File: config.mk
export PLATFORM = sky130hd
export DESIGN_NAME = fft_reg_bank
export DESIGN_NICKNAME = d
export VERILOG_FILES = /design/src/rtl/fft_reg_bank_pkg.sv /design/src/rtl/fft_reg_decode.sv /design/src/rtl/fft_reg_bank.sv
export SDC_FILE = /design/constraint.sdc
export NUM_CORES = 2
export LEC_CHECK = 0
export CAP_MARGIN = 20
export CELL_PAD_IN_SITES_DETAIL_PLACEMENT = 0
export CELL_PAD_IN_SITES_GLOBAL_PLACEMENT = 1
export CORE_AREA = 10 10 407 409
export CTS_CLUSTER_SIZE = 30
export DETAILED_ROUTE_END_ITERATION = 8
export DIE_AREA = 0 0 417 419
export GPL_TIMING_DRIVEN = 0
export PLACE_DENSITY = 0.67
export SYNTH_ARGS = -nofsm -noshare
export SYNTH_HDL_FRONTEND = slang
export SYNTH_SLANG_ARGS = --single-unit
File: constraint.sdc
create_clock -name clk -period 53.6 [get_ports clk]
set_input_delay 10.72 -clock clk [delete_from_list [all_inputs] [get_ports clk]]
set_output_delay 10.72 -clock clk [all_outputs]
set_load 0.05 [all_outputs]
File: src/rtl/fft_reg_bank_pkg.sv
// fft_reg_bank_pkg
//   Shared definitions for the FFT/FIR host register bank: fixed addresses,
//   CTRL/STATUS bit positions, region base-address helpers and the region
//   enumeration produced by the address decoder.
package fft_reg_bank_pkg;

  localparam int CTRL_ADDR   = 0;
  localparam int STATUS_ADDR = 1;

  localparam int CTRL_START_BIT    = 0;
  localparam int CTRL_IRQ_EN_BIT   = 1;
  localparam int CTRL_DONE_CLR_BIT = 2;

  localparam int STATUS_BUSY_BIT = 0;
  localparam int STATUS_DONE_BIT = 1;

  typedef enum logic [3:0] {
    REG_CTRL,
    REG_STATUS,
    REG_GPR,
    REG_COEFF,
    REG_RIN,
    REG_IIN,
    REG_ROUT,
    REG_IOUT,
    REG_NONE
  } region_e;

  // Regions are laid out back to back in this order:
  // CTRL, STATUS, GPR, COEFF, REAL_IN, IMAG_IN, REAL_OUT, IMAG_OUT.
  function automatic int gpr_base();
    return 2;
  endfunction

  function automatic int coeff_base(input int n_gpr);
    return gpr_base() + n_gpr;
  endfunction

  function automatic int rin_base(input int n_gpr, input int n_coef);
    return coeff_base(n_gpr) + n_coef;
  endfunction

  function automatic int iin_base(input int n_gpr, input int n_coef, input int n_pts);
    return rin_base(n_gpr, n_coef) + n_pts;
  endfunction

  function automatic int rout_base(input int n_gpr, input int n_coef, input int n_pts);
    return iin_base(n_gpr, n_coef, n_pts) + n_pts;
  endfunction

  function automatic int iout_base(input int n_gpr, input int n_coef, input int n_pts);
    return rout_base(n_gpr, n_coef, n_pts) + n_pts;
  endfunction

  function automatic int total_regs(input int n_gpr, input int n_coef, input int n_pts);
    return iout_base(n_gpr, n_coef, n_pts) + n_pts;
  endfunction

endpackage

File: src/rtl/fft_reg_decode.sv
// fft_reg_decode
//   Combinational address decoder shared by the read and write paths.
//   Ports:
//     addr     in   word address from the host bus
//     region   out  region the address falls in (REG_NONE when out of range)
//     offset   out  word offset inside that region
//     writable out  region is host-writable at all (busy gating is applied
//                   by the caller)
module fft_reg_decode
  import fft_reg_bank_pkg::*;
#(
  parameter int NUM_GPR_REGS    = 2,
  parameter int NUM_COEFFS_REGS = 30,
  parameter int FFT_POINTS      = 8,
  parameter int ADDR_W          = 7
) (
  input  logic [ADDR_W-1:0] addr,
  output region_e           region,
  output logic [ADDR_W-1:0] offset,
  output logic              writable
);

  localparam int GPR_B   = gpr_base();
  localparam int COEFF_B = coeff_base(NUM_GPR_REGS);
  localparam int RIN_B   = rin_base(NUM_GPR_REGS, NUM_COEFFS_REGS);
  localparam int IIN_B   = iin_base(NUM_GPR_REGS, NUM_COEFFS_REGS, FFT_POINTS);
  localparam int ROUT_B  = rout_base(NUM_GPR_REGS, NUM_COEFFS_REGS, FFT_POINTS);
  localparam int IOUT_B  = iout_base(NUM_GPR_REGS, NUM_COEFFS_REGS, FFT_POINTS);
  localparam int TOTAL   = total_regs(NUM_GPR_REGS, NUM_COEFFS_REGS, FFT_POINTS);

  logic [31:0] a;

  always_comb begin
    a        = 32'(addr);
    region   = REG_NONE;
    offset   = '0;
    writable = 1'b0;
    if (a == CTRL_ADDR) begin
      region   = REG_CTRL;
      writable = 1'b1;
    end else if (a == STATUS_ADDR) begin
      region = REG_STATUS;
    end else if (a < COEFF_B) begin
      region   = REG_GPR;
      offset   = ADDR_W'(a - GPR_B);
      writable = 1'b1;
    end else if (a < RIN_B) begin
      region   = REG_COEFF;
      offset   = ADDR_W'(a - COEFF_B);
      writable = 1'b1;
    end else if (a < IIN_B) begin
      region   = REG_RIN;
      offset   = ADDR_W'(a - RIN_B);
      writable = 1'b1;
    end else if (a < ROUT_B) begin
      region   = REG_IIN;
      offset   = ADDR_W'(a - IIN_B);
      writable = 1'b1;
    end else if (a < IOUT_B) begin
      region = REG_ROUT;
      offset = ADDR_W'(a - ROUT_B);
    end else if (a < TOTAL) begin
      region = REG_IOUT;
      offset = ADDR_W'(a - IOUT_B);
    end
  end

endmodule

File: src/rtl/fft_reg_bank.sv
// fft_reg_bank
//   Host-visible register bank between the host bus and the FIR/FFT datapath.
//   Holds CTRL/STATUS, GPR, coefficient and FFT in/out regions, a registered
//   read port with valid/error pulses, and the start/busy/done handshake.
//   Ports:
//     clk, arst                 clock, asynchronous active-high reset
//     bus_req/we/addr/wdata     host request, accepted in its cycle
//     bus_rdata/rvalid/err      read data (held), read pulse, reject pulse
//     gpr, coeffs               packed GPR / coefficient storage
//     fft_real_in/imag_in       packed FFT input frame
//     fft_real_out/imag_out     FFT result frame, captured on fft_done
//     fft_start, fft_done       one-cycle handshake with the FFT core
//     irq                       DONE & IRQ_EN
module fft_reg_bank
  import fft_reg_bank_pkg::*;
#(
  parameter  int DATA_WIDTH      = 16,
  parameter  int NUM_GPR_REGS    = 2,
  parameter  int NUM_COEFFS_REGS = 30,
  parameter  int FFT_POINTS      = 8,
  localparam int TOTAL_REGS      = total_regs(NUM_GPR_REGS, NUM_COEFFS_REGS, FFT_POINTS),
  localparam int ADDR_W          = $clog2(TOTAL_REGS)
) (
  input  logic                                  clk,
  input  logic                                  arst,
  input  logic                                  bus_req,
  input  logic                                  bus_we,
  input  logic [ADDR_W-1:0]                     bus_addr,
  input  logic [DATA_WIDTH-1:0]                 bus_wdata,
  output logic [DATA_WIDTH-1:0]                 bus_rdata,
  output logic                                  bus_rvalid,
  output logic                                  bus_err,
  output logic [NUM_GPR_REGS*DATA_WIDTH-1:0]    gpr,
  output logic [NUM_COEFFS_REGS*DATA_WIDTH-1:0] coeffs,
  output logic [FFT_POINTS*DATA_WIDTH-1:0]      fft_real_in,
  output logic [FFT_POINTS*DATA_WIDTH-1:0]      fft_imag_in,
  input  logic [FFT_POINTS*DATA_WIDTH-1:0]      fft_real_out,
  input  logic [FFT_POINTS*DATA_WIDTH-1:0]      fft_imag_out,
  output logic                                  fft_start,
  input  logic                                  fft_done,
  output logic                                  irq
);

  region_e           region;
  logic [ADDR_W-1:0] offset;
  logic              writable;

  fft_reg_decode #(
    .NUM_GPR_REGS   (NUM_GPR_REGS),
    .NUM_COEFFS_REGS(NUM_COEFFS_REGS),
    .FFT_POINTS     (FFT_POINTS),
    .ADDR_W         (ADDR_W)
  ) u_decode (
    .addr    (bus_addr),
    .region  (region),
    .offset  (offset),
    .writable(writable)
  );

  logic [DATA_WIDTH-1:0] ctrl_q, ctrl_d;
  logic                  busy_q, busy_d;
  logic                  done_q, done_d;
  logic                  fft_start_q, fft_start_d;
  logic [DATA_WIDTH-1:0] rdata_q, rdata_d;
  logic                  rvalid_q, rvalid_d;
  logic                  err_q, err_d;

  logic [DATA_WIDTH-1:0] gpr_q  [NUM_GPR_REGS],    gpr_d  [NUM_GPR_REGS];
  logic [DATA_WIDTH-1:0] coef_q [NUM_COEFFS_REGS], coef_d [NUM_COEFFS_REGS];
  logic [DATA_WIDTH-1:0] rin_q  [FFT_POINTS],      rin_d  [FFT_POINTS];
  logic [DATA_WIDTH-1:0] iin_q  [FFT_POINTS],      iin_d  [FFT_POINTS];
  logic [DATA_WIDTH-1:0] rout_q [FFT_POINTS],      rout_d [FFT_POINTS];
  logic [DATA_WIDTH-1:0] iout_q [FFT_POINTS],      iout_d [FFT_POINTS];

  logic                  wr_req, rd_req, wr_ok, done_evt;
  logic [DATA_WIDTH-1:0] rd_val;

  // Read mux works on pre-edge storage, so a read racing fft_done returns
  // the value from before the capture.
  always_comb begin
    rd_val = '0;
    case (region)
      REG_CTRL:   rd_val = ctrl_q;
      REG_STATUS: begin
        rd_val[STATUS_BUSY_BIT] = busy_q;
        rd_val[STATUS_DONE_BIT] = done_q;
      end
      REG_GPR:   for (int i = 0; i < NUM_GPR_REGS; i++)    if (offset == ADDR_W'(i)) rd_val = gpr_q[i];
      REG_COEFF: for (int i = 0; i < NUM_COEFFS_REGS; i++) if (offset == ADDR_W'(i)) rd_val = coef_q[i];
      REG_RIN:   for (int i = 0; i < FFT_POINTS; i++)      if (offset == ADDR_W'(i)) rd_val = rin_q[i];
      REG_IIN:   for (int i = 0; i < FFT_POINTS; i++)      if (offset == ADDR_W'(i)) rd_val = iin_q[i];
      REG_ROUT:  for (int i = 0; i < FFT_POINTS; i++)      if (offset == ADDR_W'(i)) rd_val = rout_q[i];
      REG_IOUT:  for (int i = 0; i < FFT_POINTS; i++)      if (offset == ADDR_W'(i)) rd_val = iout_q[i];
      default:   rd_val = '0;
    endcase
  end

  always_comb begin
    wr_req   = bus_req & bus_we;
    rd_req   = bus_req & ~bus_we;
    done_evt = fft_done & busy_q;
    // While busy the frame inputs are frozen and a restart is refused; a
    // refused CTRL write drops all of its bits, including DONE_CLR.
    wr_ok = writable
          & ~(busy_q & ((region == REG_COEFF) | (region == REG_RIN) | (region == REG_IIN)))
          & ~(busy_q & (region == REG_CTRL) & bus_wdata[CTRL_START_BIT]);

    ctrl_d      = ctrl_q;
    busy_d      = busy_q;
    done_d      = done_q;
    fft_start_d = 1'b0;
    rdata_d     = rdata_q;
    rvalid_d    = 1'b0;
    err_d       = 1'b0;
    gpr_d       = gpr_q;
    coef_d      = coef_q;
    rin_d       = rin_q;
    iin_d       = iin_q;
    rout_d      = rout_q;
    iout_d      = iout_q;

    if (wr_req) begin
      if (!wr_ok) begin
        err_d = 1'b1;
      end else begin
        case (region)
          REG_CTRL: begin
            ctrl_d                    = bus_wdata;
            ctrl_d[CTRL_START_BIT]    = 1'b0;
            ctrl_d[CTRL_DONE_CLR_BIT] = 1'b0;
            if (bus_wdata[CTRL_START_BIT]) begin
              busy_d      = 1'b1;
              fft_start_d = 1'b1;
            end
            if (bus_wdata[CTRL_DONE_CLR_BIT]) done_d = 1'b0;
          end
          REG_GPR:   for (int i = 0; i < NUM_GPR_REGS; i++)    if (offset == ADDR_W'(i)) gpr_d[i]  = bus_wdata;
          REG_COEFF: for (int i = 0; i < NUM_COEFFS_REGS; i++) if (offset == ADDR_W'(i)) coef_d[i] = bus_wdata;
          REG_RIN:   for (int i = 0; i < FFT_POINTS; i++)      if (offset == ADDR_W'(i)) rin_d[i]  = bus_wdata;
          REG_IIN:   for (int i = 0; i < FFT_POINTS; i++)      if (offset == ADDR_W'(i)) iin_d[i]  = bus_wdata;
          default: ;
        endcase
      end
    end

    if (rd_req) begin
      rvalid_d = 1'b1;
      rdata_d  = rd_val;
      if (region == REG_NONE) err_d = 1'b1;
    end

    // Evaluated after the CTRL write so that DONE set wins over DONE_CLR.
    if (done_evt) begin
      busy_d = 1'b0;
      done_d = 1'b1;
      for (int i = 0; i < FFT_POINTS; i++) begin
        rout_d[i] = fft_real_out[i*DATA_WIDTH +: DATA_WIDTH];
        iout_d[i] = fft_imag_out[i*DATA_WIDTH +: DATA_WIDTH];
      end
    end
  end

  always_ff @(posedge clk or posedge arst) begin
    if (arst) begin
      ctrl_q      <= '0;
      busy_q      <= 1'b0;
      done_q      <= 1'b0;
      fft_start_q <= 1'b0;
      rdata_q     <= '0;
      rvalid_q    <= 1'b0;
      err_q       <= 1'b0;
      gpr_q       <= '{default: '0};
      coef_q      <= '{default: '0};
      rin_q       <= '{default: '0};
      iin_q       <= '{default: '0};
      rout_q      <= '{default: '0};
      iout_q      <= '{default: '0};
    end else begin
      ctrl_q      <= ctrl_d;
      busy_q      <= busy_d;
      done_q      <= done_d;
      fft_start_q <= fft_start_d;
      rdata_q     <= rdata_d;
      rvalid_q    <= rvalid_d;
      err_q       <= err_d;
      gpr_q       <= gpr_d;
      coef_q      <= coef_d;
      rin_q       <= rin_d;
      iin_q       <= iin_d;
      rout_q      <= rout_d;
      iout_q      <= iout_d;
    end
  end

  assign bus_rdata  = rdata_q;
  assign bus_rvalid = rvalid_q;
  assign bus_err    = err_q;
  assign fft_start  = fft_start_q;
  assign irq        = done_q & ctrl_q[CTRL_IRQ_EN_BIT];

  for (genvar i = 0; i < NUM_GPR_REGS; i++) begin : g_gpr
    assign gpr[i*DATA_WIDTH +: DATA_WIDTH] = gpr_q[i];
  end

  for (genvar i = 0; i < NUM_COEFFS_REGS; i++) begin : g_coef
    assign coeffs[i*DATA_WIDTH +: DATA_WIDTH] = coef_q[i];
  end

  for (genvar i = 0; i < FFT_POINTS; i++) begin : g_fft
    assign fft_real_in[i*DATA_WIDTH +: DATA_WIDTH] = rin_q[i];
    assign fft_imag_in[i*DATA_WIDTH +: DATA_WIDTH] = iin_q[i];
  end

endmodule

==> impl_metrics.tcl <==
set metrics [dict create \
    grtUsageMet2_pct 61.3 \
    min_path_cells 1 \
    synth_cell_types 94 \
    hp-start "rout_q[102]" \
    layout_commonest_cell "dfrtp_1" \
    place.gp.congestion 0.985 \
    period_share_pct 35.3 \
    cts_setup_buffers 0 \
    vias 44999 \
    crit_fanout 10 \
    clkPwrFrac_pct 42.1 \
    ys_ff_latch 1059 \
    clock_skew_ns 0.0461 \
    insertion_delay_ns 0.80 \
    slew_headroom_pct 12.1 \
    tightest_slew_ns 1.31 \
    hold_end "rout_q[102]" \
    portBuffers 1054 \
    hpwlAfterDp_mm 277 \
    cts_buffer_depth 3 \
    ys_warn_count 0 \
    synthFlopType "dfrtp_1" \
    syn_nets 4067 \
    finalMaxSlewViolations 0 \
    clk_transition_reported_paths_ns 0.06 \
    finalSetupViolCount 0 \
    die_y_um 419 \
    place_ws_ns 34.49 \
    synth_area_um2 48700 \
    dpl_cell_area_um2 63000 \
    crit_type "in -> reg" \
    coreArea_um2 157000 \
    swShare_pct 30.6 \
    crit_path_end_kind "register" \
    intPower_mw 1.42 \
    row_count 146 \
    first_iter_violations 6447 \
    hold_viol 0 \
    cts.sinks 1059 \
    io_pins 1072 \
    fillCellCount 15051 \
    worstSetupStartpointType "input pin" \
    max_freq_ghz 0.0529 \
    worst_slack_ns 34.69 \
    fp.dieW_um 417 \
    power_mw 2.04 \
    seq_area_um2 26500 \
    grt_pass1_vias 43682 \
    initial_core_util_pct 30.9 \
    synth_edf_count 0 \
    final_cell_area_um2 67200 \
    met1_usage_pct 43.6 \
    period_needed_ns 18.91 \
    cts_hold_buffers 0 \
    post_cts_resized 0 \
    final_cell_mix "dfrtp_1 (1059), clkdlybuf4s50_1 (1054), mux2_2 (1026), nand2_1 (172), clkbuf_1 (169)" \
    grt_busiest_layer "met2" \
    async_flop_share_pct 100 \
    dieArea_um2 175000 \
    drive_above_1_share_pct 30.1 \
    gr-usage-met3_pct 9.92 \
    drtPass1Iterations 8 \
    synth_area_per_cell_um2 12.9 \
    antenna_found_initial 37 \
    root_buffer "clkbuf_16" \
    crit_required_ns 54.30 \
    p_sw_mw 0.624 \
    ant_nets 0 \
    r2r_start "coeffs[373]" \
    pwr-share-seq_pct 42.7 \
    cts_tree "done" \
    r2r-end "bus_rdata[5]" \
    overflow 0 \
    drc 0 \
    hold_class "reg -> reg" \
    avgViaCountPerCell 6.23 \
    pwr-share-comb_pct 15.1 \
    final_util_pct 42.7 \
    outcome "complete, no violations" \
    grt_usage_pct 38.5 \
    htreeDepth 3 \
    crit_arrival_ns 19.61 \
    grt_setup_unrepaired "false" \
    irDropWorstVdd_uv 27.6 \
    cellPowerDensity_nw_per_um2 30.4 \
    drt-total-wl_mm 351 \
    nets 5315 \
    grt_start_max_net_pins 125 \
    routedWlPerCell_um 48.6 \
    syn_inst 3778 \
    yosysSeqAreaShare_pct 54.4 \
    power_leakage_nw 30.2 \
    grt_pass1_wl_mm 449 \
    multi_input_area_um2 20900 \
    r2r_slack_ns 49.85 \
    cap_violations 0 \
    worstRegToRegCells 6 \
    syn_to_final_growth_pct 37.9 \
    cts_made_buffers 120 \
]
-- worst max-delay path, stage by stage --
cell and delay [ns]:
clkdlybuf4s50_1 0.65, buf_2 0.32, buf_2 0.35, inv_1 0.15, ha_1 0.28, nor4b_2 0.25
nand2_1 0.26, clkbuf_1 0.64, nand2_1 0.40, nor3_1 0.96, buf_2 0.67, buf_2 0.67
buf_2 0.67, o21ai_0 0.23, nand2_1 0.41, o31ai_1 0.14, a2111oi_0 1.05, o21ai_0 0.55
o211ai_1 0.21
-- Yosys cell counts, drive strengths merged (10+ instances only) --
master / count / share of area [%]
a22o: 35 / 0.63
a221oi: 73 / 1.3
o221ai: 27 / 0.49
inv: 10 / 0.077
a21o: 12 / 0.18
a21oi: 122 / 1.3
and3: 14 / 0.18
nor2: 92 / 0.73
o2111ai: 11 / 0.20
mux2: 1038 / 24
a31oi: 32 / 0.41
a22oi: 121 / 1.9
buf: 155 / 1.7
a211oi: 42 / 0.73
nand3: 50 / 0.52
dfrtp: 1059 / 54
clkbuf: 159 / 1.2
nand2: 184 / 1.5
o211ai: 29 / 0.45
nor3: 43 / 0.53
a2111oi: 14 / 0.33
a221o: 28 / 0.58
nand4: 17 / 0.22
o21ai: 120 / 1.3
o22ai: 31 / 0.40
nor4: 25 / 0.51
a222oi: 70 / 1.4
a32oi: 16 / 0.30
-- layer usage --
metal  routed length [um]  part of all wire, %
met1               125000                   36
met2               160000                   46
met3                31700                  9.0
met4                34400                  9.8
met5                  105                0.030
-- power groups by stage --
stage                     combinational, mW  sequential [mW]  clock, mW
after floorplan                       0.101            0.912          0
after global placement                0.290            0.886          0
after detailed placement              0.300            0.885          0
after CTS                             0.301            0.870      0.859
after global routing                  0.311            0.874      0.890
final                                 0.309            0.872      0.860
-- cell families (layout without fill, tap and decap cells) --
family | after synthesis | count (layout) | share of synthesized area (%)
flip-flops | 1059 | 1059 | 54.4
multiplexers | 1040 | 1040 | 24.0
adder cells (fa/ha/maj) | 5 | 5 | 0.128
XOR/XNOR | 3 | 3 | 0.0539
AO/OA/AOI/OAI | 870 | 870 | 13.5
buffers and inverters | 324 | 1666 | 2.96
AND/OR/NAND/NOR | 477 | 477 | 4.96
other | 0 | 36 | 0
-- stage by stage --
stage / hold slack [ns] / cells / TNS (ns)
after floorplan: 0.474 / 3778 / 0
after global placement: 0.478 / 6904 / -829.07
after detailed placement: 0.488 / 6969 / 0
after CTS: 0.505 / 7185 / 0
after global routing: 0.517 / 7205 / 0
final: 0.506 / 7228 / 0
-- worst max-delay path by stage --
stage | start | endpoint | slack (ns) | depth (start not counted)
after floorplan | arst | bus_err | 13.07 | 1
after global placement | arst | coeffs[392] | -1.02 | 2
after detailed placement | bus_addr[3] | bus_rdata[3] | 34.49 | 19
after CTS | bus_addr[3] | bus_rdata[3] | 35.31 | 19
after global routing | bus_addr[3] | bus_rdata[3] | 35.08 | 19
final | bus_addr[3] | bus_rdata[3] | 34.69 | 19
-- layout make-up --
| type | instances | share of cell area, % |
|---|---|---|
| buffer | 314 | 2.14 |
| clock buffer | 178 | 5.32 |
| multi-input combinational | 2395 | 31.2 |
| inverter | 10 | 0.0671 |
| timing repair buffer | 1126 | 17.2 |
| clock inverter | 38 | 0.667 |
| sequential | 1059 | 39.5 |
| antenna | 36 | 0.134 |
| tap | 2072 | 3.86 |
-- registers in the layout, indices dropped and copies added, names as in the netlist --
| register | flops |
|---|---|
| ctrl_q | 14 |
| bus_rvalid | 1 |
| iout_q | 128 |
| bus_rdata | 16 |
| fft_real_in | 128 |
| busy_q | 1 |
| done_q | 1 |
| bus_err | 1 |
| fft_imag_in | 128 |
| coeffs | 480 |
| gpr | 32 |
| fft_start | 1 |
| rout_q | 128 |
(Power assumes the default switching activity.)
